==> config.mk <==
export PLATFORM = sky130hd
export DESIGN_NAME = y_update_writer_flat
export DESIGN_NICKNAME = d
export VERILOG_FILES = /design/src/rtl/y_pkg.sv /design/src/rtl/y_update_writer_if.sv /design/src/rtl/y_lane_sat_add.sv /design/src/rtl/y_update_writer.sv /design/src/flat_wrapper.sv
export SDC_FILE = /design/constraint.sdc
export NUM_CORES = 2
export LEC_CHECK = 0
export CAP_MARGIN = 20
export CORE_AREA = 4 4 322 324
export CTS_BUF_LIST = sky130_fd_sc_hd__clkbuf_4
export DETAILED_ROUTE_END_ITERATION = 10
export DIE_AREA = 0 0 326 328
export DONT_BUFFER_PORTS = 1
export PLACE_DENSITY_LB_ADDON = 0.3
export SYNTH_ARGS = -nofsm -noshare
export SYNTH_HDL_FRONTEND = slang
export SYNTH_SLANG_ARGS = --single-unit
==> constraint.sdc <==
create_clock -name clock -period 10.3 [get_ports clock]
set_input_delay 2.06 -clock clock [delete_from_list [all_inputs] [get_ports clock]]
set_output_delay 2.06 -clock clock [all_outputs]
set_load 0.02 [all_outputs]
==> src/rtl/y_pkg.sv <==
// Shared definitions for the Y update writer.
// Contents:
//   ADDR_W, LANES, LANE_W, DATA_W  - Y SRAM geometry
//   IDLE_ADDR                      - address driven when no access is in progress
//   yState_e                       - writer FSM state encoding
//   laneVec_t                      - one Y entry viewed as LANES lanes of LANE_W bits
package y_pkg;

    localparam int ADDR_W = 11;
    localparam int LANES  = 16;
    localparam int LANE_W = 16;
    localparam int DATA_W = LANES * LANE_W;

    localparam logic [ADDR_W-1:0] IDLE_ADDR = 11'h7ff;

    typedef enum logic [1:0] {
        ST_IDLE   = 2'd0,
        ST_ACTIVE = 2'd1,
        ST_DRAIN  = 2'd2,
        ST_DONE   = 2'd3
    } yState_e;

    // Lane 0 is the least-significant LANE_W bits of the entry.
    typedef logic [LANES-1:0][LANE_W-1:0] laneVec_t;

endpackage

==> src/rtl/y_update_writer_if.sv <==
// Port group between the Y update writer, the compute datapath that feeds it
// update requests, and the write-path side of the Y bus arbiter.
//
// Request handshake: a request {in_reqAddr, in_reqData, in_reqLast} transfers
// on every rising clock edge where in_reqValid and op_reqReady are both high.
// The producer may raise in_reqValid at any time; the writer never waits for
// valid before raising ready, and a request that is not accepted has no effect.
//
// Modports:
//   slave  - the writer (takes requests and SRAM read data, drives Y bus)
//   master - the environment (datapath + arbiter/SRAM side)
interface y_update_writer_if
    import y_pkg::*;
#(
    parameter int ADDR_W = y_pkg::ADDR_W,
    parameter int DATA_W = y_pkg::DATA_W
) ();

    // Update request channel
    logic              in_reqValid;
    logic              op_reqReady;
    logic [ADDR_W-1:0] in_reqAddr;
    logic [DATA_W-1:0] in_reqData;
    logic              in_reqLast;

    // Y SRAM write-path port group
    logic [DATA_W-1:0] in_yReadData1;
    logic              op_yWriteModuleEnable;
    logic [ADDR_W-1:0] op_writePathReadAddr1;
    logic [ADDR_W-1:0] op_writePathReadAddr2;
    logic              op_writePathWE;
    logic [ADDR_W-1:0] op_writePathWriteAddr;
    logic [DATA_W-1:0] op_writePathWriteData;

    modport slave (
        input  in_reqValid, in_reqAddr, in_reqData, in_reqLast, in_yReadData1,
        output op_reqReady, op_yWriteModuleEnable, op_writePathReadAddr1,
               op_writePathReadAddr2, op_writePathWE, op_writePathWriteAddr,
               op_writePathWriteData
    );

    modport master (
        output in_reqValid, in_reqAddr, in_reqData, in_reqLast, in_yReadData1,
        input  op_reqReady, op_yWriteModuleEnable, op_writePathReadAddr1,
               op_writePathReadAddr2, op_writePathWE, op_writePathWriteAddr,
               op_writePathWriteData
    );

endinterface

==> src/rtl/y_lane_sat_add.sv <==
// Combinational lane-wise saturating adder for one Y entry.
// Ports:
//   oldVec - current entry value, LANES unsigned lanes
//   incVec - increment, LANES unsigned lanes
//   sumVec - per-lane min(old + inc, all-ones)
//   satAny - high when at least one lane clipped
module y_lane_sat_add #(
    parameter int LANES  = 16,
    parameter int LANE_W = 16
) (
    input  logic [LANES*LANE_W-1:0] oldVec,
    input  logic [LANES*LANE_W-1:0] incVec,
    output logic [LANES*LANE_W-1:0] sumVec,
    output logic                    satAny
);

    logic [LANES-1:0] satLane;

    for (genvar i = 0; i < LANES; i++) begin : gLane
        // One extra bit keeps the carry so overflow is visible.
        logic [LANE_W:0] laneSum;

        assign laneSum = {1'b0, oldVec[i*LANE_W +: LANE_W]}
                       + {1'b0, incVec[i*LANE_W +: LANE_W]};
        assign satLane[i] = laneSum[LANE_W];
        assign sumVec[i*LANE_W +: LANE_W] =
            laneSum[LANE_W] ? {LANE_W{1'b1}} : laneSum[LANE_W-1:0];
    end

    assign satAny = |satLane;

endmodule

==> src/rtl/y_update_writer.sv <==
// Read-modify-write engine that owns the Y SRAM during the Y write phase.
// Each accepted request {addr, increment} reads the entry through read port 1
// in the acceptance cycle and writes the saturated lane-wise sum through the
// write port in the following cycle, sustaining one request per cycle.
// Ports:
//   clock        - sole clock, rising edge
//   reset        - synchronous, active-low
//   in_start     - one-cycle pulse that opens the phase (ignored unless idle)
//   io           - request channel and write-path Y bus group (slave side)
//   op_done      - one-cycle pulse after the last write has been issued
//   op_satFlag   - sticky saturation flag, cleared when a phase opens
//   op_dbgState  - current FSM state, for observation only
module y_update_writer
    import y_pkg::*;
#(
    parameter int                ADDR_W    = y_pkg::ADDR_W,
    parameter int                LANES     = y_pkg::LANES,
    parameter int                LANE_W    = y_pkg::LANE_W,
    parameter logic [ADDR_W-1:0] IDLE_ADDR = y_pkg::IDLE_ADDR
) (
    input  logic                 clock,
    input  logic                 reset,
    input  logic                 in_start,
    y_update_writer_if.slave     io,
    output logic                 op_done,
    output logic                 op_satFlag,
    output yState_e              op_dbgState
);

    localparam int DATA_W = LANES * LANE_W;

    yState_e state;
    yState_e stateNext;

    logic accept;

    // Stage-2 registers: the request accepted in the previous cycle.
    logic              s2Valid;
    logic [ADDR_W-1:0] s2Addr;
    logic [DATA_W-1:0] s2Inc;

    // Copy of the write issued in the previous cycle. The SRAM returns old
    // data on read-during-write, so a request that reads the entry being
    // written in that same cycle has to take its old value from here.
    logic              fwdValid;
    logic [ADDR_W-1:0] fwdAddr;
    logic [DATA_W-1:0] fwdData;

    logic              fwdHit;
    logic [DATA_W-1:0] oldVec;
    logic [DATA_W-1:0] sumVec;
    logic              satAny;

    assign accept = io.in_reqValid && (state == ST_ACTIVE);

    assign fwdHit = fwdValid && (fwdAddr == s2Addr);
    assign oldVec = fwdHit ? fwdData : io.in_yReadData1;

    y_lane_sat_add #(
        .LANES  (LANES),
        .LANE_W (LANE_W)
    ) uSatAdd (
        .oldVec (oldVec),
        .incVec (s2Inc),
        .sumVec (sumVec),
        .satAny (satAny)
    );

    // Next-state logic
    always_comb begin
        stateNext = state;
        case (state)
            ST_IDLE:   if (in_start) stateNext = ST_ACTIVE;
            ST_ACTIVE: if (accept && io.in_reqLast) stateNext = ST_DRAIN;
            ST_DRAIN:  stateNext = ST_DONE;
            ST_DONE:   stateNext = ST_IDLE;
            default:   stateNext = ST_IDLE;
        endcase
    end

    // Outputs
    always_comb begin
        io.op_reqReady           = (state == ST_ACTIVE);
        // Held through DONE so the final write settles through the arbiter.
        io.op_yWriteModuleEnable = (state != ST_IDLE);
        io.op_writePathReadAddr1 = accept ? io.in_reqAddr : IDLE_ADDR;
        io.op_writePathReadAddr2 = IDLE_ADDR;
        io.op_writePathWE        = s2Valid;
        io.op_writePathWriteAddr = s2Valid ? s2Addr : IDLE_ADDR;
        io.op_writePathWriteData = s2Valid ? sumVec : '0;
        op_done                  = (state == ST_DONE);
        op_dbgState              = state;
    end

    always_ff @(posedge clock) begin
        if (!reset) begin
            state      <= ST_IDLE;
            s2Valid    <= 1'b0;
            s2Addr     <= IDLE_ADDR;
            s2Inc      <= '0;
            fwdValid   <= 1'b0;
            fwdAddr    <= IDLE_ADDR;
            fwdData    <= '0;
            op_satFlag <= 1'b0;
        end else begin
            state   <= stateNext;
            s2Valid <= accept;
            if (accept) begin
                s2Addr <= io.in_reqAddr;
                s2Inc  <= io.in_reqData;
            end

            fwdValid <= s2Valid;
            if (s2Valid) begin
                fwdAddr <= s2Addr;
                fwdData <= sumVec;
            end

            if (state == ST_IDLE && in_start) begin
                op_satFlag <= 1'b0;
            end else if (s2Valid && satAny) begin
                op_satFlag <= 1'b1;
            end
        end
    end

endmodule

==> src/flat_wrapper.sv <==
// flat-port wrapper written by rule: the top's interface ports become plain ports
module y_update_writer_flat import y_pkg::*;
#(
    parameter int                ADDR_W    = y_pkg::ADDR_W,
    parameter int                LANES     = y_pkg::LANES,
    parameter int                LANE_W    = y_pkg::LANE_W,
    parameter logic [ADDR_W-1:0] IDLE_ADDR = y_pkg::IDLE_ADDR
)
  (clock, reset, in_start, op_done, op_satFlag, op_dbgState, io_in_reqValid, io_in_reqAddr, io_in_reqData, io_in_reqLast, io_in_yReadData1, io_op_reqReady, io_op_yWriteModuleEnable, io_op_writePathReadAddr1, io_op_writePathReadAddr2, io_op_writePathWE, io_op_writePathWriteAddr, io_op_writePathWriteData);
  y_update_writer_if #(.ADDR_W(ADDR_W), .DATA_W(DATA_W)) io_i ();
  input  logic clock;
  input  logic reset;
  input  logic in_start;
  output logic op_done;
  output logic op_satFlag;
  output yState_e op_dbgState;
  input wire logic [$bits(io_i.in_reqValid)-1:0] io_in_reqValid;
  input wire logic [$bits(io_i.in_reqAddr)-1:0] io_in_reqAddr;
  input wire logic [$bits(io_i.in_reqData)-1:0] io_in_reqData;
  input wire logic [$bits(io_i.in_reqLast)-1:0] io_in_reqLast;
  input wire logic [$bits(io_i.in_yReadData1)-1:0] io_in_yReadData1;
  output wire logic [$bits(io_i.op_reqReady)-1:0] io_op_reqReady;
  output wire logic [$bits(io_i.op_yWriteModuleEnable)-1:0] io_op_yWriteModuleEnable;
  output wire logic [$bits(io_i.op_writePathReadAddr1)-1:0] io_op_writePathReadAddr1;
  output wire logic [$bits(io_i.op_writePathReadAddr2)-1:0] io_op_writePathReadAddr2;
  output wire logic [$bits(io_i.op_writePathWE)-1:0] io_op_writePathWE;
  output wire logic [$bits(io_i.op_writePathWriteAddr)-1:0] io_op_writePathWriteAddr;
  output wire logic [$bits(io_i.op_writePathWriteData)-1:0] io_op_writePathWriteData;
  assign io_i.in_reqValid = io_in_reqValid;
  assign io_i.in_reqAddr = io_in_reqAddr;
  assign io_i.in_reqData = io_in_reqData;
  assign io_i.in_reqLast = io_in_reqLast;
  assign io_i.in_yReadData1 = io_in_yReadData1;
  assign io_op_reqReady = io_i.op_reqReady;
  assign io_op_yWriteModuleEnable = io_i.op_yWriteModuleEnable;
  assign io_op_writePathReadAddr1 = io_i.op_writePathReadAddr1;
  assign io_op_writePathReadAddr2 = io_i.op_writePathReadAddr2;
  assign io_op_writePathWE = io_i.op_writePathWE;
  assign io_op_writePathWriteAddr = io_i.op_writePathWriteAddr;
  assign io_op_writePathWriteData = io_i.op_writePathWriteData;
  y_update_writer #(.ADDR_W(ADDR_W), .LANES(LANES), .LANE_W(LANE_W), .IDLE_ADDR(IDLE_ADDR)) u_core (.clock(clock), .reset(reset), .in_start(in_start), .io(io_i), .op_done(op_done), .op_satFlag(op_satFlag), .op_dbgState(op_dbgState));
endmodule
# Word level (Yosys, flattened, before mapping)
# Cells that the tools add are included.
dict set report word_totals {
  memories 0
  latchBits 0
  mem_bits_ro 0
  word_cells 64
  regBits 539
  mem_bits_rw 0
}
dict set report classes {
  n_reduce_logical 10
  shifts 0
  n_mux 23
  n_bitwise 1
  mul 0
  eq_ne 6
  div_mod_pow 0
  magnitude_cmp 0
  add_sub_neg 16
}
# operator n
set op_table {}
lappend op_table {{$mux 256} 2}
lappend op_table {{$add 16x16->17} 16}
lappend op_table {{$mux 16} 16}
lappend op_table {{$mux 11} 2}
lappend op_table {{$reduce_or 16->1} 1}
lappend op_table {{$eq 11x11->1} 1}
lappend op_table {{$pmux 2 s4} 1}
lappend op_table {{$logic_and 1x1->1} 5}
lappend op_table {{$eq 2x2->1 const B} 2}
lappend op_table {{$mux 2} 2}
lappend op_table {{$eq 2x1->1 const B} 1}
lappend op_table {{$logic_not 2->1} 1}
lappend op_table {{$ne 2x1->1 const B} 1}
lappend op_table {{$ne 2x2->1 const B} 1}
lappend op_table {{$reduce_and 2->1} 1}
lappend op_table {{$reduce_bool 2->1} 1}
lappend op_table {{$reduce_or 2->1} 1}
lappend op_table {{$not 1->1} 1}

# Depth between registers and ports, before layout
dict set report depth {
  word_depth 6
  ltp_mapped 19
  depth_no_buf 16
}

# Hierarchy
# Synthesis repeated with hierarchy kept, for this count alone.
dict set report unflattened {
  hier_cells 4353
  area_unflattened_um2 36103.4
}
# module instances cells_each seq_area_each_um2 area_each_um2
set modules_own_cells {}
lappend modules_own_cells {y_update_writer 1 2664 10790.3 24244.5}
lappend modules_own_cells {y_lane_sat_add 1 1689 0.0 11858.9}

# Worst setup path before layout
# OpenSTA, ideal clock, no wires.
dict set report synth_timing {
  path_type {input port to output port}
  startpoint {in io_in_yReadData1[240]}
  endpoint {out io_op_writePathWriteData[243]}
  arrival_ns 4.639
  n_path_buf 1
  required_ns 8.240
  stages 13
  setup_slack_ns 3.601
  cell_sequence {mux2_2 -> ha_1 -> inv_1 -> fa_1 -> nand2b_1 -> a21oi_1 -> nor4_1 -> o31ai_1 -> a31oi_1 -> o21ai_1 -> buf_2 -> nor2_1 -> nor2_1}
}
dict set report synth_between {
  elab_chain_cells 4
}
# item line
set synth_rtl {}
lappend synth_rtl {{start, declared} flat_wrapper.sv:21} ;# input wire logic [$bits(io_i.in_yReadData1)-1:0] io_in_yReadData1;
lappend synth_rtl {{$mux 256} y_update_writer.sv:57} ;# assign oldVec = fwdHit ? fwdData : io.in_yReadData1;
lappend synth_rtl {{$add 16x16->17} y_lane_sat_add.sv:24} ;# + {1'b0, incVec[i*LANE_W +: LANE_W]};
lappend synth_rtl {{$mux 16} y_lane_sat_add.sv:27} ;# laneSum[LANE_W] ? {LANE_W{1'b1}} : laneSum[LANE_W-1:0];
lappend synth_rtl {{$mux 256} y_update_writer.sv:90} ;# io.op_writePathWriteData = s2Valid ? sumVec : '0;
lappend synth_rtl {{end, declared} flat_wrapper.sv:28} ;# output wire logic [$bits(io_i.op_writePathWriteData)-1:0] io_op_writePathWriteData;
# No other way between the ends.

# Final worst setup path
dict set report layout_timing {
  startpoint {reg u_core.s2Addr[3]}
  endpoint {out io_op_writePathWriteData[28]}
}
dict set report layout_between {
  elab_chain_cells 6
}
# item line
set layout_rtl {}
lappend layout_rtl {{start, declared} y_update_writer.sv:39} ;# logic [ADDR_W-1:0] s2Addr;
lappend layout_rtl {{start signal, assigned} y_update_writer.sv:109} ;# s2Addr <= io.in_reqAddr;
lappend layout_rtl {{$eq 11x11->1} y_update_writer.sv:56} ;# assign fwdHit = fwdValid && (fwdAddr == s2Addr);
lappend layout_rtl {{$logic_and 1x1->1} y_update_writer.sv:56}
lappend layout_rtl {{$mux 256} y_update_writer.sv:57}
lappend layout_rtl {{$add 16x16->17} y_lane_sat_add.sv:24}
lappend layout_rtl {{$mux 16} y_lane_sat_add.sv:27}
lappend layout_rtl {{$mux 256} y_update_writer.sv:90}
# No other way between the ends.

==> qor.txt <==
Hold Crit Class - reg2reg
CP Capture Type - primary output
Longest Clk Path Bufs - 3
Post-synth EDFFs - 0
Fillcell total - 10.7k
Share of cells above drive strength 1 - 13.0%
Setup crit start kind - flip-flop
CTS tree - done
WL/cell - 22.1 µm
Remaining antenna violation count - 0
Worst-Skew Late Latency - 1.07 ns
Design area - 37300 µm²
Std cell rows - 117
Cell count after placement - 5478
Critical-path cell list - xnor2_1, nand4_1, nor3_2, buf_12, buf_12, mux2_2, ha_1, inv_1, fa_1, nand2b_1, a21oi_1, o21bai_1, o311ai_1, o31ai_1, a21oi_2, inv_1, o21a_1, nor2_1
Slew headroom - 25.2%
Initial DRC count - 2348
Area leader, netlist - dfxtp_1
Routed via count - 31.5k
Setup TNS Final - 0 ns
Synth warn - 0
Hold Vio Cnt, Final - 0
Area grow syn2layout - 9.38%
Drt first pass iters - 6
Footprint of the multi-input gates - 21900 µm²
Crit path arrival time - 7.08 ns
GR Util All Layers - 22.8%
Cell Count, Final, Fillers Out - 5803
Reg area - 10800 µm²
H-tree depth - 4
R2R Path Start - u_core.s2Addr[3]
Die Height - 328 µm
Slowest Stage Delay on Critical Path - 0.78 ns
Avg Cell Area, Syn - 7.85 µm²
Final RePlAce weighted congestion - 0.892
Final clock skew - 0.0529 ns
Crit path from - u_core.s2Addr[3]
Final setup vio count - 0
WL final - 128000 µm
Pwr per Cell Area - 202 nW/µm²
Dpl ws - 2.10 ns
Top cells by area, synth - dfxtp_1, ha_1, mux2_2, a21oi_1, nand2_1
F_max - 109 MHz
Fin nets - 5080
Prevailing post-synth register cell - dfxtp_1
Worst hold start - u_core.s2Inc[40]
Slowest CP cell - a21oi_2
Register area share after synthesis - 31.7%
Most instantiated library cell after synthesis - nand2_1
Final Util - 36.8%
Leakage power - 14.8 nW
Post-CTS sizing - 0
Post-synth ARST share - 0%
Antenna violations before repair - 47
Worst-path maximum fanout - 85
Gr ovfl total - 0
Mapped Area - 34100 µm²
Port Buffer Count - 0
Max cap viols - 0
Status - finished clean
Max VDD drop - 374 µV
Clock root buffer - clkbuf_4
Yosys top cell area share - 31.7%
Num CTS Buffers - 163
Initial Util - 33.7%
First-pass GRT wire length - 190000 µm
Number of setup buffers added after CTS - 0
Syn Inst Count - 4338
Pins over their slew limit - 0
Die width - 326 µm
I/O pin count - 824
DP Wirelength - 94200 µm
Fin worst setup slack - 1.16 ns
Mean number of vias per cell - 5.43
Largest net degree at the start of global routing - 178
Final Cycle Share - 88.7%
Core area - 101000 µm²
DRC - 0
#FFs+latches synth - 539
Crit Path Category - reg2out
Synth cell count leaders - nand2_1, nor2_1, a21oi_1, dfxtp_1, ha_1
Vias in the first global route - 30.1k
Placed Area - 35200 µm²
Worst-path clk slew - 0.06 ns
DIE AREA - 107000 µm²
RSZ-0062 raised after global routing - no
Hold_buf cts - 0
Netlist cell types - 71
Clk sinks - 539
Worst slew pin tran - 1.12 ns
Period minus WS final - 9.14 ns
WP data required - 8.24 ns
[final timing paths]
kind	endpoint	slack [ns]	cells past startpoint
min	u_core.s2Inc[40]	0.46	2
min reg2reg	u_core.s2Inc[40]	0.46	2
max reg2reg	u_core.fwdData[19]	4.43	18
max	io_op_writePathWriteData[28]	1.16	18
[registers in the layout, indices dropped and copies added, names as in the netlist]
signal / count
u_core.fwdData: 256
u_core.s2Inc: 256
u_core.op_satFlag: 1
u_core.fwdAddr: 11
u_core.io.op_writePathWE: 1
u_core.op_dbgState: 2
u_core.s2Addr: 11
u_core.fwdValid: 1
[power breakdown]
group	internal (mW)	switching, mW	total (mW)	leakage [nW]
sequential	2.39	0.198	2.59	4.38
clock	1.06	1.01	2.07	1.18
combinational	0.972	1.88	2.85	9.25
[logic make-up (layout without fill, tap and decap cells)]
logic type / Yosys count / in the layout / share of synthesized area [%]
AOI/OAI and AO/OA: 1265 / 1265 / 22.7
xor gates and xnor gates: 202 / 202 / 5.19
adders and majority gates: 277 / 277 / 10.5
buffers and inverters: 380 / 424 / 4.36
DFF: 539 / 539 / 31.7
muxes: 257 / 257 / 8.49
other: 1 / 54 / 0.0110
and+or+nand+nor: 1417 / 1417 / 17.0
[final cells by class]
type                       instances  area share (%)
tap                             1368            4.59
antenna                           43           0.289
sequential                       539            29.0
clock buffer                     227            4.57
inverter                         111            1.16
multi-input combinational       3429            58.7
timing repair buffer              31           0.933
clock inverter                    55           0.779
[metrics by stage]
step	total power, mW	hold WS (ns)
floorplan	4.72	0.441
global placement	5.43	0.446
detailed placement	5.47	0.451
CTS	7.59	0.461
global route	8.04	0.474
finish	7.52	0.459
[cells in the final DEF (no fill, tap or decap), drive strengths merged, types with 10 or more instances in the layout]
master and instances:
a311oi 62, xnor2 129, o31ai 18, xor2 73
conb 11, nand2 615, fa 16, nor2b 43
a211oi 97, o21ai 217, mux2 256, dfxtp 539
and3 10, nand2b 48, clkbuf 227, nor2 583
nand4 13, a21o 86, o21bai 23, a31oi 37
inv 117, o211ai 10, buf 31, or3 19
a21oi 565, diode 43, nand3 36, o21a 63
ha 261, clkinv 44, nor3 28
[per-layer routing]
metal  wire (µm)  part of all wire (%)  track usage, %
met5         111                 0.087               0
met4        3740                   2.9            8.18
met3        9180                   7.2            6.22
met2       60600                    47            37.7
met1       54500                    43            28.5
[worst max-delay path, delay by kind of cell, from the launching register on]
kind | cells | cell delay [ns]
AOI/OAI and AO/OA | 6 | 2.25
xor gates and xnor gates | 1 | 0.17
adders and majority gates | 2 | 0.56
buffers and inverters | 4 | 1.18
DFF | 1 | 0.32
muxes | 1 | 0.28
and+or+nand+nor | 4 | 1.02
Note: power is estimated with default switching activity, not from simulation.
